$ cat src/rtl/simm_pkg.sv
// Shared FSM encodings, SIZ encodings and the 68030 byte-lane decode for the SIMM CPU front end.
package simm_pkg;

    localparam logic [1:0] ST_IDLE   = 2'd0;
    localparam logic [1:0] ST_ACTIVE = 2'd1;
    localparam logic [1:0] ST_ACK    = 2'd2;
    localparam logic [1:0] ST_BERR   = 2'd3;

    localparam logic [1:0] SIZ_LONG  = 2'b00;
    localparam logic [1:0] SIZ_BYTE  = 2'b01;
    localparam logic [1:0] SIZ_WORD  = 2'b10;
    localparam logic [1:0] SIZ_3BYTE = 2'b11;

    // Lane bit 3 = D31:24; a 32-bit port sees the operand left-justified at the address offset.
    function automatic logic [3:0] lane_decode(input logic [1:0] siz, input logic [1:0] a);
        logic [3:0] lanes;
        lanes = 4'b0001;
        case (a)
            2'b00: begin
                case (siz)
                    SIZ_BYTE:  lanes = 4'b1000;
                    SIZ_WORD:  lanes = 4'b1100;
                    SIZ_3BYTE: lanes = 4'b1110;
                    default:   lanes = 4'b1111;
                endcase
            end
            2'b01: begin
                case (siz)
                    SIZ_BYTE: lanes = 4'b0100;
                    SIZ_WORD: lanes = 4'b0110;
                    default:  lanes = 4'b0111;
                endcase
            end
            2'b10:   lanes = (siz == SIZ_BYTE) ? 4'b0010 : 4'b0011;
            default: lanes = 4'b0001;
        endcase
        return lanes;
    endfunction

endpackage

$ cat src/rtl/simm_sync.sv
// Two-flop synchroniser for asynchronous CPU strobes, with a selectable reset value.
module simm_sync #(
    parameter logic RESET_VAL = 1'b1
) (
    input  logic clock,
    input  logic reset,
    input  logic d,
    output logic q
);

    logic meta;

    always_ff @(posedge clock or negedge reset) begin
        if (!reset) begin
            meta <= RESET_VAL;
            q    <= RESET_VAL;
        end else begin
            meta <= d;
            q    <= meta;
        end
    end

endmodule

$ cat src/rtl/simm_cpu_interface.sv
// 68030 bus front end for the SIMM DRAM controller: strobe sync, window decode,
// attribute latching, DSACK termination and BERR on controller timeout.
module simm_cpu_interface
    import simm_pkg::*;
#(
    parameter logic [6:0]  DECODE_BASE    = 7'h01,
    parameter int unsigned BANK_BIT       = 24,
    parameter int unsigned TIMEOUT_CYCLES = 64
) (
    input  logic        clock,
    input  logic        reset,
    input  logic        cpu_as_n,
    input  logic        cpu_ds_n,
    input  logic        cpu_rw,
    input  logic [1:0]  cpu_siz,
    input  logic [31:0] cpu_addr,
    input  logic        waitstate,
    output logic        cs,
    output logic        as,
    output logic        ds,
    output logic        rn_w,
    output logic        bank_addr,
    output logic [3:0]  byte_selects,
    output logic [1:0]  dsack_n,
    output logic        berr_n
);

    localparam int unsigned CW = $clog2(TIMEOUT_CYCLES) + 1;
    localparam logic [CW-1:0] LIMIT = CW'(TIMEOUT_CYCLES - 1);

    logic as_n_s, ds_n_s, as_s, ds_s, hit, addr_unused;
    logic [1:0]    state, state_nxt;
    logic [CW-1:0] cnt, cnt_nxt;
    logic          cs_nxt, as_nxt, ds_nxt, rn_w_nxt, bank_nxt, berr_n_nxt;
    logic [3:0]    bsel_nxt;
    logic [1:0]    dsack_n_nxt;

    simm_sync #(.RESET_VAL(1'b1)) u_sync_as (.clock(clock), .reset(reset), .d(cpu_as_n), .q(as_n_s));
    simm_sync #(.RESET_VAL(1'b1)) u_sync_ds (.clock(clock), .reset(reset), .d(cpu_ds_n), .q(ds_n_s));

    assign as_s        = ~as_n_s;
    assign ds_s        = ~ds_n_s;
    assign hit         = (cpu_addr[31:25] == DECODE_BASE);
    assign addr_unused = ^cpu_addr;

    always_comb begin
        state_nxt   = state;
        cnt_nxt     = cnt;
        cs_nxt      = cs;
        as_nxt      = as;
        ds_nxt      = ds;
        rn_w_nxt    = rn_w;
        bank_nxt    = bank_addr;
        bsel_nxt    = byte_selects;
        dsack_n_nxt = dsack_n;
        berr_n_nxt  = berr_n;
        case (state)
            ST_IDLE: begin
                if (as_s && hit) begin
                    state_nxt = ST_ACTIVE;
                    cs_nxt    = 1'b1;
                    as_nxt    = 1'b1;
                    rn_w_nxt  = cpu_rw;
                    bank_nxt  = cpu_addr[BANK_BIT];
                    bsel_nxt  = lane_decode(cpu_siz, cpu_addr[1:0]);
                    cnt_nxt   = '0;
                end
            end
            ST_ACTIVE: begin
                ds_nxt = ds_s;
                if (cnt != '1) cnt_nxt = cnt + CW'(1);
                // Abort outranks release, and release outranks timeout.
                if (!as_s) begin
                    state_nxt = ST_IDLE;
                end else if (!waitstate) begin
                    state_nxt   = ST_ACK;
                    dsack_n_nxt = 2'b00;
                end else if (cnt == LIMIT) begin
                    state_nxt  = ST_BERR;
                    berr_n_nxt = 1'b0;
                    as_nxt     = 1'b0;
                    ds_nxt     = 1'b0;
                end
            end
            ST_ACK:  if (!as_s) state_nxt = ST_IDLE;
            ST_BERR: if (!as_s) state_nxt = ST_IDLE;
            default: state_nxt = ST_IDLE;
        endcase
        // Every exit to IDLE restores the idle output set in one place.
        if (state != ST_IDLE && state_nxt == ST_IDLE) begin
            cnt_nxt     = '0;
            cs_nxt      = 1'b0;
            as_nxt      = 1'b0;
            ds_nxt      = 1'b0;
            rn_w_nxt    = 1'b1;
            bank_nxt    = 1'b0;
            bsel_nxt    = '0;
            dsack_n_nxt = 2'b11;
            berr_n_nxt  = 1'b1;
        end
    end

    always_ff @(posedge clock or negedge reset) begin
        if (!reset) begin
            state        <= ST_IDLE;
            cnt          <= '0;
            cs           <= 1'b0;
            as           <= 1'b0;
            ds           <= 1'b0;
            rn_w         <= 1'b1;
            bank_addr    <= 1'b0;
            byte_selects <= '0;
            dsack_n      <= 2'b11;
            berr_n       <= 1'b1;
        end else begin
            state        <= state_nxt;
            cnt          <= cnt_nxt;
            cs           <= cs_nxt;
            as           <= as_nxt;
            ds           <= ds_nxt;
            rn_w         <= rn_w_nxt;
            bank_addr    <= bank_nxt;
            byte_selects <= bsel_nxt;
            dsack_n      <= dsack_n_nxt;
            berr_n       <= berr_n_nxt;
        end
    end

endmodule
$ cat config.mk
export PLATFORM = sky130hd
export DESIGN_NAME = simm_cpu_interface
export DESIGN_NICKNAME = d
export VERILOG_FILES = /design/src/rtl/simm_pkg.sv /design/src/rtl/simm_sync.sv /design/src/rtl/simm_cpu_interface.sv
export SDC_FILE = /design/constraint.sdc
export NUM_CORES = 1
export LEC_CHECK = 0
export CORE_MARGIN = 8
export CORE_UTILIZATION = 43
export CTS_BUF_LIST = sky130_fd_sc_hd__clkbuf_4
export CTS_CLUSTER_DIAMETER = 120
export DETAILED_ROUTE_END_ITERATION = 7
export GPL_TIMING_DRIVEN = 1
export PLACE_DENSITY = 0.86
export SKIP_CTS_REPAIR_TIMING = 1
export SLEW_MARGIN = 20
export SYNTH_ARGS = -nofsm -noshare
export SYNTH_HDL_FRONTEND = slang
export SYNTH_HIERARCHICAL = 1
export SYNTH_SLANG_ARGS = --single-unit
$ cat constraint.sdc
create_clock -name clock -period 2 [get_ports clock]
set_input_delay 0.3 -clock clock [delete_from_list [all_inputs] [get_ports clock]]
set_output_delay 0.3 -clock clock [all_outputs]
set_load 0.1 [all_outputs]
# Word-level counts from Yosys, hierarchy flattened
# Index checks and enable logic that the tools add are counted.
# word_totals
ff_bits	25
# classes
bitwise_logic	2
eq_ne	18
n_addsub	1
muxes	42
reduce_logical	18
# ops
cell	count
$mux W1	21
$mux W7	3
$mux W2	9
$ne A3 B3 Y1 const B	5
$pmux W7 S2	1
$mux W4	3
$pmux W4 S3	1
$reduce_bool A2 Y1	6
$eq A2 B2 Y1 const B	5
$pmux W3 S3	1
$add A7 B1 Y7 const B	1
$eq A7 B1 Y1 const B	1
$eq A7 B6 Y1 const B	1
$ne A7 B7 Y1 const B	1
$eq A2 B1 Y1 const B	3
$logic_not A2 Y1	3
$pmux W2 S3	1
$reduce_and A3 Y1	2
$reduce_and A5 Y1	1
$pmux W2 S2	1
$reduce_and A4 Y1	1
$reduce_bool A3 Y1	1
$logic_and A1 B1 Y1	2
$ne A2 B1 Y1 const B	1
other kinds (5)	6

# Logic depth before layout (Yosys ltp)
# Gate-level depths: netlist of run 1.
# depth
ltp_word	9
mapped_depth	6

# Hierarchy
# The synthesis of run 1 kept the hierarchy.
# modules_own_cells
mod	area_per_inst_um2	cells_per_inst	instances
simm_cpu_interface	1109.8	113	1
simm_sync	52.6	2	2

# Least setup slack after synthesis of run 1
# Ideal clock, no wire load.
# synth_path
kind	reg2reg
start	register cnt[0]
end	register cnt[1]
setup_time_ns	0.079
slack_ns	0.309
path_stages_with_launch	6
t_arrival_ns	1.611
synth_period_minus_slack_ns	1.691
path_cell_list	dfrtp_1 > ha_1 > and3_1 > and3_1 > a311oi_4 > mux2i_1
# synth_via
elab_chain_cells	9
# synth_rtl
item	line	source
from (decl)	simm_cpu_interface.sv:33	logic [CW-1:0] cnt, cnt_nxt;
from (signal assigned)	simm_cpu_interface.sv:117	cnt <= cnt_nxt;
$eq A7 B6 Y1	simm_cpu_interface.sv:78	end else if (cnt == LIMIT) begin
$mux W2	simm_cpu_interface.sv:78	
$mux W2	simm_cpu_interface.sv:75	end else if (!waitstate) begin
$mux W2	simm_cpu_interface.sv:73	if (!as_s) begin
$pmux W2 S3	simm_cpu_interface.sv:57	case (state)
$logic_not A2 Y1	simm_cpu_interface.sv:90	if (state != ST_IDLE && state_nxt == ST_IDLE) begin
$logic_and A1 B1 Y1	simm_cpu_interface.sv:90	
$ne A3 B3 Y1 (no line) / $reduce_bool A3 Y1 (equally long branches)	--	
$reduce_and A3 Y1 (no line)	--	
# Several ways; a longest one is shown, not always the timed one. The select of a mux whose other input is x is not followed.
# A chain may end at the register's enable or synchronous reset.

# Worst setup path in the final report of run 1
# Ends and elaborated chain as after synthesis.

==> metrics.log, run 1 <==
[metrics] iteration count of the initial detailed-routing pass: 4
[metrics] Bufs on Longest Clock Path: 2
[metrics] total track usage: 11.4%
[metrics] Peak Freq: 533 MHz
[metrics] RSZ-0062 raised after global routing: false
[metrics] max-cap check violation count: 0
[metrics] root buf cell: sky130_fd_sc_hd__clkbuf_4
[metrics] start-to-end type of the worst setup path: reg2reg
[metrics] Clock Skews: 0.00215 ns
[metrics] die height: 69.2 um
[metrics] floorplan die width: 69.2 um
[metrics] netlist area before placement: 0.00121 mm^2
[metrics] routed vias: 996
[metrics] clock-pin transition on the worst setup and hold timing paths: 0.12 ns
[metrics] number of distinct library cell variants in the gate-level netlist after synthesis: 40
[metrics] clock latency on the worst-skew pair: 0.31 ns
[metrics] endpoint class of the critical path: flip-flop
[metrics] summed area of non-filler cells in the final layout: 0.00158 mm^2
[metrics] synth warn: 6
[metrics] origin of the worst setup path: cnt[0]$_DFFE_PN0P_
[metrics] TritonCTS clock tree: yes
[metrics] wire length of the first global-routing pass: 4.78 mm
[metrics] VDD IR-drop max: 0.503 mV
[metrics] Via-to-Cell Ratio: 5.50
[metrics] CTS Sinks: 24
[metrics] post-layout utilization of the core: 58.2%
[metrics] Critical Path Start Type: flip-flop
[metrics] number of port buffers: 29
[metrics] Post-Route WL: 2.64 mm
[metrics] via count of the first global-routing pass: 1061
[metrics] HPWL after detailed placement: 2.06 mm
[metrics] number of antenna diodes: 0
[metrics] die area: 0.00478 mm^2
[metrics] instance count of the mapped netlist: 117
[metrics] area of the core: 0.00271 mm^2
[metrics] commonest cells after routing, fill and taps aside: sky130_fd_sc_hd__dfrtp_1, sky130_fd_sc_hd__clkdlybuf4s50_1, sky130_fd_sc_hd__nand2_1, sky130_fd_sc_hd__buf_4, sky130_fd_sc_hd__nor2_1
[metrics] leftover overflow at the end of global routing: 0
[metrics] routed wire length per instance: 14.6 um
[metrics] placed instance count: 177
[metrics] power density normalized to cell area: 661 mW/mm^2
[metrics] initial standard-cell utilization of the core: 44.8%
[metrics] final-stage net count: 195
[metrics] fraction of layout instances using a drive strength above 1: 20.7%
[metrics] setup total negative slack: 0 ns
[metrics] Synth-to-Final Area Change: 29.8%
[metrics] number of DRC violations after detailed routing: 0
[metrics] TritonCTS buffer count: 3
[metrics] DRC marker count from the first detailed-route iteration: 45
[metrics] CP required: 2.25 ns
[metrics] largest fanout of any net on the critical path: 7
[metrics] arrival time reported for the critical path endpoint: 2.13 ns
[metrics] worst flop-to-flop path startpoint: cnt[0]$_DFFE_PN0P_
[metrics] Hold WC Path Type: in2async
[metrics] async set-reset flop share out of synthesis: 100%
[metrics] Leak: 0.695 nW
[metrics] number of non-filler instances in the completed layout: 181
[metrics] synthesized area divided by synthesized cell count: 10.4 um^2
[metrics] placed cell area: 0.00155 mm^2
[metrics] Max-Slew Margin vs Limit: 74.1%
[metrics] maximum number of pins on one net before global-route repair: 25
[metrics] post-synthesis sequential element count: 24
[metrics] time the final worst path needs with I/O delays and setup: 1.88 ns
[metrics] GP Congestion: 0.871
[metrics] sequential share of the synthesized area: 50.2%
[metrics] number of setup violations in the final report: 0
[metrics] CTS H-tree depth: 1
[metrics] Slew Viols, Final: 0
[metrics] portion of the clock cycle consumed by the worst path in the final layout: 93.9%
[metrics] antenna violations before repair: 0
[metrics] slew at the pin closest to its max-slew limit: 0.387 ns
[metrics] number of placement rows: 19
[metrics] most common flop cell mapped by yosys: sky130_fd_sc_hd__dfrtp_1
[metrics] count of flip-flops with a built-in enable after synthesis: 0
[metrics] total of fill cells in the finished design: 242
[metrics] syn_nets: 161
[metrics] remaining number of nets flagged by the antenna check after routing: 0
[metrics] run status: complete, no violations
[metrics] final hold viol count: 0
[metrics] # IOs: 52
## metrics by stage
stage	worst slack, ns	power, mW	hold slack, ns
after global routing	0.0699	1.10	0.322
after global placement	0.0380	0.829	0.346
after CTS	0.135	1.05	0.324
after floorplan	0.309	0.741	0.00441
final	0.123	1.04	0.319
after detailed placement	0.0198	0.838	0.347
## routing by layer
layer / track usage (%) / up-vias / wire length, um
li1: - / 480 / -
met1: 13.8 / 474 / 1130
met2: 18.5 / 39 / 1310
met3: 3.29 / 3 / 171
met4: 4.10 / 0 / 23
met5: 0 / - / 0
## power by group
| part | switching [mW] | internal (mW) | total [mW] | leakage [nW] |
|---|---|---|---|---|
| clock | 0.141 | 0.0731 | 0.214 | 0.0154 |
| combinational | 0.183 | 0.0858 | 0.269 | 0.384 |
| sequential | 0.0320 | 0.527 | 0.559 | 0.296 |
| total | 0.356 | 0.686 | 1.04 | 0.695 |
## layout make-up
type / count / area, um^2 / area share, %
clock buffers: 3 / 22.5 / 1.43
inverters: 9 / 33.8 / 2.14
multi-input cells: 81 / 548 / 34.8
repair buffers: 32 / 320 / 20.3
clock inverters: 1 / 3.75 / 0.238
well taps: 31 / 38.8 / 2.46
flip-flops and latches: 24 / 609 / 38.7
## Yosys cell counts, types with 2 or more instances
master                      n  area (um^2)
sky130_fd_sc_hd__and3_1     3         18.8
sky130_fd_sc_hd__mux2i_1    2         20.0
sky130_fd_sc_hd__o211ai_1   3         22.5
sky130_fd_sc_hd__o21ai_0    3         15.0
sky130_fd_sc_hd__nor2_1    11         41.3
sky130_fd_sc_hd__o31ai_1    2         15.0
sky130_fd_sc_hd__nand2_1   12         45.0
sky130_fd_sc_hd__a21oi_1    8         40.0
sky130_fd_sc_hd__inv_1      9         33.8
sky130_fd_sc_hd__ha_1       4         50.1
sky130_fd_sc_hd__dfrtp_1   17          425
sky130_fd_sc_hd__dfstp_2    7          184
sky130_fd_sc_hd__nand3_1    5         25.0
sky130_fd_sc_hd__o22ai_1    2         12.5
sky130_fd_sc_hd__nand2b_1   2         12.5
sky130_fd_sc_hd__nor3_1     2         10.0
sky130_fd_sc_hd__nor2b_1    2         12.5
## worst max-delay path: stages, from the launching register on
cell and delay [ns]:
sky130_fd_sc_hd__dfrtp_1 0.44, sky130_fd_sc_hd__ha_1 0.25, sky130_fd_sc_hd__and3_1 0.21, sky130_fd_sc_hd__and3_1 0.27, sky130_fd_sc_hd__a311oi_4 0.27, sky130_fd_sc_hd__buf_4 0.19
sky130_fd_sc_hd__mux2i_1 0.18
## sequential cells by signal, summed over array words and instances, names as in the netlist
| signal | count |
|---|---|
| state | 2 |
| byte_selects | 4 |
| dsack_n | 1 |
| bank_addr | 1 |
| u_sync_as/meta | 1 |
| rn_w | 1 |
| cs | 1 |
| ds | 1 |
| u_sync_as/q | 1 |
| cnt | 7 |
| as | 1 |
| u_sync_ds/q | 1 |
| berr_n | 1 |
| u_sync_ds/meta | 1 |
## cell families (layout without fill, tap and decap cells)
family                   after synthesis  in the layout  share of synthesized area [%]
AND/OR/NAND/NOR                       47             47                           22.2
AO/OA/AOI/OAI                         27             27                           16.4
flip-flops                            24             24                           50.2
buffers and inverters                 12             45                           4.74
adder cells (fa/ha/maj)                4              4                           4.12
multiplexers                           2              2                           1.65
XOR/XNOR                               1              1                          0.721
## final timing paths
| kind | slack (ns) | endpoint | cells after the start |
|---|---|---|---|
| setup / recovery | 0.12 | cnt[1]$_DFFE_PN0P_ | 6 |
| hold / removal | 0.32 | cnt[2]$_DFFE_PN0P_ | 2 |
| setup reg to reg | 0.12 | cnt[1]$_DFFE_PN0P_ | 6 |
| hold reg to reg | 0.36 | u_sync_as/q$_DFF_PN1_ | 0 |
| max in group asynchronous | 1.40 | dsack_n[0]$_DFFE_PN1P_ | 2 |
| min in group clock | 0.36 | u_sync_as/q$_DFF_PN1_ | 0 |
Note: power is estimated with default switching activity, not from simulation.
==> run 2, diff against run 1 <==
CELL_PAD_IN_SITES_DETAIL_PLACEMENT = 1   (was default)
CELL_PAD_IN_SITES_GLOBAL_PLACEMENT = 2   (was default)
CORE_MARGIN = default   (was 8)
CORE_UTILIZATION = 25   (was 43)
PLACE_DENSITY = 0.85   (was 0.86)
==> metrics.log, run 2 (synthesis results as in run 1) <==
[metrics] DRC marker count from the first detailed-route iteration: 17 (-62%)
[metrics] number of port buffers: 29 (unchanged)
[metrics] Slowest-stage cell, CP: sky130_fd_sc_hd__dfrtp_1
[metrics] final hold viol count: 0 (unchanged)
[metrics] start-to-end type of the worst setup path: reg2reg
[metrics] wire length of the first global-routing pass: 5.24 mm (+9.5%)
[metrics] clock-pin transition on the worst setup and hold timing paths: 0.13 ns (about the same)
[metrics] arrival time reported for the critical path endpoint: 2.12 ns (about the same)
[metrics] Max-Slew Margin vs Limit: 75.2% (+1.1 points)
[metrics] Synth-to-Final Area Change: 32.5%
[metrics] setup total negative slack: 0 ns (unchanged)
[metrics] CP required: 2.24 ns (about the same)
[metrics] max-cap check violation count: 0 (unchanged)
[metrics] Worst Path Buf+Inv: 1 (unchanged)
[metrics] clock latency on the worst-skew pair: 0.31 ns (about the same)
[metrics] CP top delay family: simple AND/OR/NAND/NOR gates
[metrics] number of placement rows: 24 (+5)
[metrics] max FFs per register: 7 (unchanged)
[metrics] largest reg by FF count: cnt
[metrics] die area: 0.00514 mm^2 (+7.5%)
[metrics] cell seen most often among critical-path stages: sky130_fd_sc_hd__and3_1
[metrics] floorplan die width: 71.7 um (+3.7%)
[metrics] RSZ-0062 raised after global routing: false
[metrics] HPWL after detailed placement: 2.33 mm (+13%)
[metrics] internal portion of total power: 0.687 mW (+0.16%)
[metrics] number of setup violations in the final report: 0 (unchanged)
[metrics] Bufs on Longest Clock Path: 2 (unchanged)
[metrics] endpoint class of the critical path: flip-flop
[metrics] number of non-filler instances in the completed layout: 203 (+12%)
[metrics] largest fanout of any net on the critical path: 7 (unchanged)
[metrics] power spent charging and discharging nets: 0.359 mW (+0.84%)
[metrics] Critical Path Start Type: flip-flop
[metrics] area of the core: 0.00450 mm^2 (+66%)
[metrics] Comb pwr share: 26.0% (+0.2 points)
[metrics] critical-path cell list: ha_1 -> and3_1 -> and3_1 -> a311oi_4 -> buf_4 -> mux2i_1
[metrics] total track usage: 12.9% (+1.5 points)
[metrics] maximum number of pins on one net before global-route repair: 25 (unchanged)
[metrics] CTS Sinks: 24 (unchanged)
[metrics] routed wire length per instance: 14.6 um (+0.24%)
[metrics] TritonCTS buffer count: 3 (unchanged)
[metrics] via count of the first global-routing pass: 1072 (+1.0%)
[metrics] antenna violations before repair: 0 (unchanged)
[metrics] die height: 71.7 um (+3.7%)
[metrics] commonest cells after routing, fill and taps aside: sky130_fd_sc_hd__dfrtp_1, sky130_fd_sc_hd__clkdlybuf4s50_1, sky130_fd_sc_hd__buf_4
[metrics] Peak Freq: 534 MHz (+0.22%)
[metrics] switching fraction of total power: 34.3% (+0.15 points)
[metrics] number of antenna diodes: 0 (unchanged)
[metrics] VDD IR-drop max: 0.274 mV (-46%)
[metrics] power density normalized to cell area: 649 mW/mm^2 (-1.7%)
[metrics] remaining number of nets flagged by the antenna check after routing: 0 (unchanged)
[metrics] Via-to-Cell Ratio: 4.94 (-10%)
[metrics] Crit path largest cell delay: 0.44 ns (about the same)
[metrics] iteration count of the initial detailed-routing pass: 4 (unchanged)
[metrics] routed vias: 1003 (+0.70%)
[metrics] CTS H-tree depth: 1 (unchanged)
[metrics] number of DRC violations after detailed routing: 0 (unchanged)
[metrics] # IOs: 52 (unchanged)
[metrics] Leak: 0.701 nW (+0.77%)
[metrics] biggest regs: cnt: 7 flops, byte_selects: 4 flops, state: 2 flops
[metrics] TritonCTS clock tree: yes
[metrics] Post-Route WL: 2.97 mm (+12%)
[metrics] GP Congestion: 0.722 (-17%)
[metrics] initial standard-cell utilization of the core: 27.0% (-18 points)
[metrics] fraction of layout instances using a drive strength above 1: 21.2% (+0.53 points)
[metrics] time the final worst path needs with I/O delays and setup: 1.87 ns (-0.00416 ns)
[metrics] final-stage net count: 196 (+0.51%)
[metrics] leftover overflow at the end of global routing: 0 (unchanged)
[metrics] slew at the pin closest to its max-slew limit: 0.371 ns (-0.0162 ns)
[metrics] Slew Viols, Final: 0 (unchanged)
[metrics] Clock Skews: 0.00465 ns (+0.00250 ns)
[metrics] root buf cell: sky130_fd_sc_hd__clkbuf_4
[metrics] sequential cell fraction of total power: 53.6% (about the same)
[metrics] run status: complete, no violations
[metrics] portion of the clock cycle consumed by the worst path in the final layout: 93.6% (-0.21 points)
[metrics] Hold WC Path Type: in2async
[metrics] placed instance count: 199 (+12%)
[metrics] fraction of power consumed by the clock network: 20.3% (-0.2 points)
## run 2: changes by cell type in the layout (fill, tap and decap cells not counted), sizes merged
cell,delta
buf,+1
## run 2: power groups by stage
stage	sequential [mW]	clock [mW]	combinational (mW)
floorplan	0.681	0	0.0597
global placement	0.566	0	0.267
detailed placement	0.570	0	0.275
CTS	0.561	0.226	0.276
global route	0.568	0.254	0.290
finish	0.561	0.212	0.272
## run 2: final timing paths
check / startpoint / slack, ns / cells after the start / to
min: reset / 0.33 / 2 / cnt[1]$_DFFE_PN0P_
min reg2reg: u_sync_ds/meta$_DFF_PN1_ / 0.38 / 0 / u_sync_ds/q$_DFF_PN1_
max reg2reg: cnt[0]$_DFFE_PN0P_ / 0.13 / 6 / cnt[1]$_DFFE_PN0P_
max in group asynchronous: reset / 1.38 / 2 / u_sync_as/q$_DFF_PN1_
max: cnt[0]$_DFFE_PN0P_ / 0.13 / 6 / cnt[1]$_DFFE_PN0P_
min in group clock: cpu_as_n / 0.38 / 1 / u_sync_as/meta$_DFF_PN1_
## run 2: layout make-up
type | instances | area (um^2)
Inverter | 9 | 33.8
Clock inverter | 1 | 3.75
Multi-Input combinational cell | 81 | 548
Tap cell | 52 | 65.1
Timing Repair Buffer | 33 | 328
Fill cell | 523 | 2890
Sequential cell | 24 | 609
Clock buffer | 3 | 22.5
## run 2: stage by stage
stage | util (%) | setup WS [ns] | area, um^2 | hold WS (ns) | total power, mW
2_1_floorplan | - | 0.309 | 1210 | 0.00441 | 0.741
3_3_place_gp | 35.2 | 0.0368 | 1580 | 0.346 | 0.832
3_5_place_dp | 35.2 | 0.0248 | 1580 | 0.354 | 0.845
4_1_cts | 35.8 | 0.117 | 1610 | 0.331 | 1.06
5_1_grt | 35.8 | 0.0252 | 1610 | 0.322 | 1.11
6_report | 35.8 | 0.127 | 1610 | 0.332 | 1.05
## run 2: per-layer routing
layer | global-route usage, % | routed length [um] | up-vias
met5 | 0 | 0 | -
met4 | 3.27 | 27 | 0
met3 | 2.25 | 130 | 4
met2 | 22.1 | 1510 | 24
met1 | 16.8 | 1300 | 492
li1 | - | - | 483
==> run 3, diff against run 2 <==
CAP_MARGIN = 10   (was default)
==> results of run 3 <==
Same layout as run 2: the final DEF is identical, and so are final timing and power.
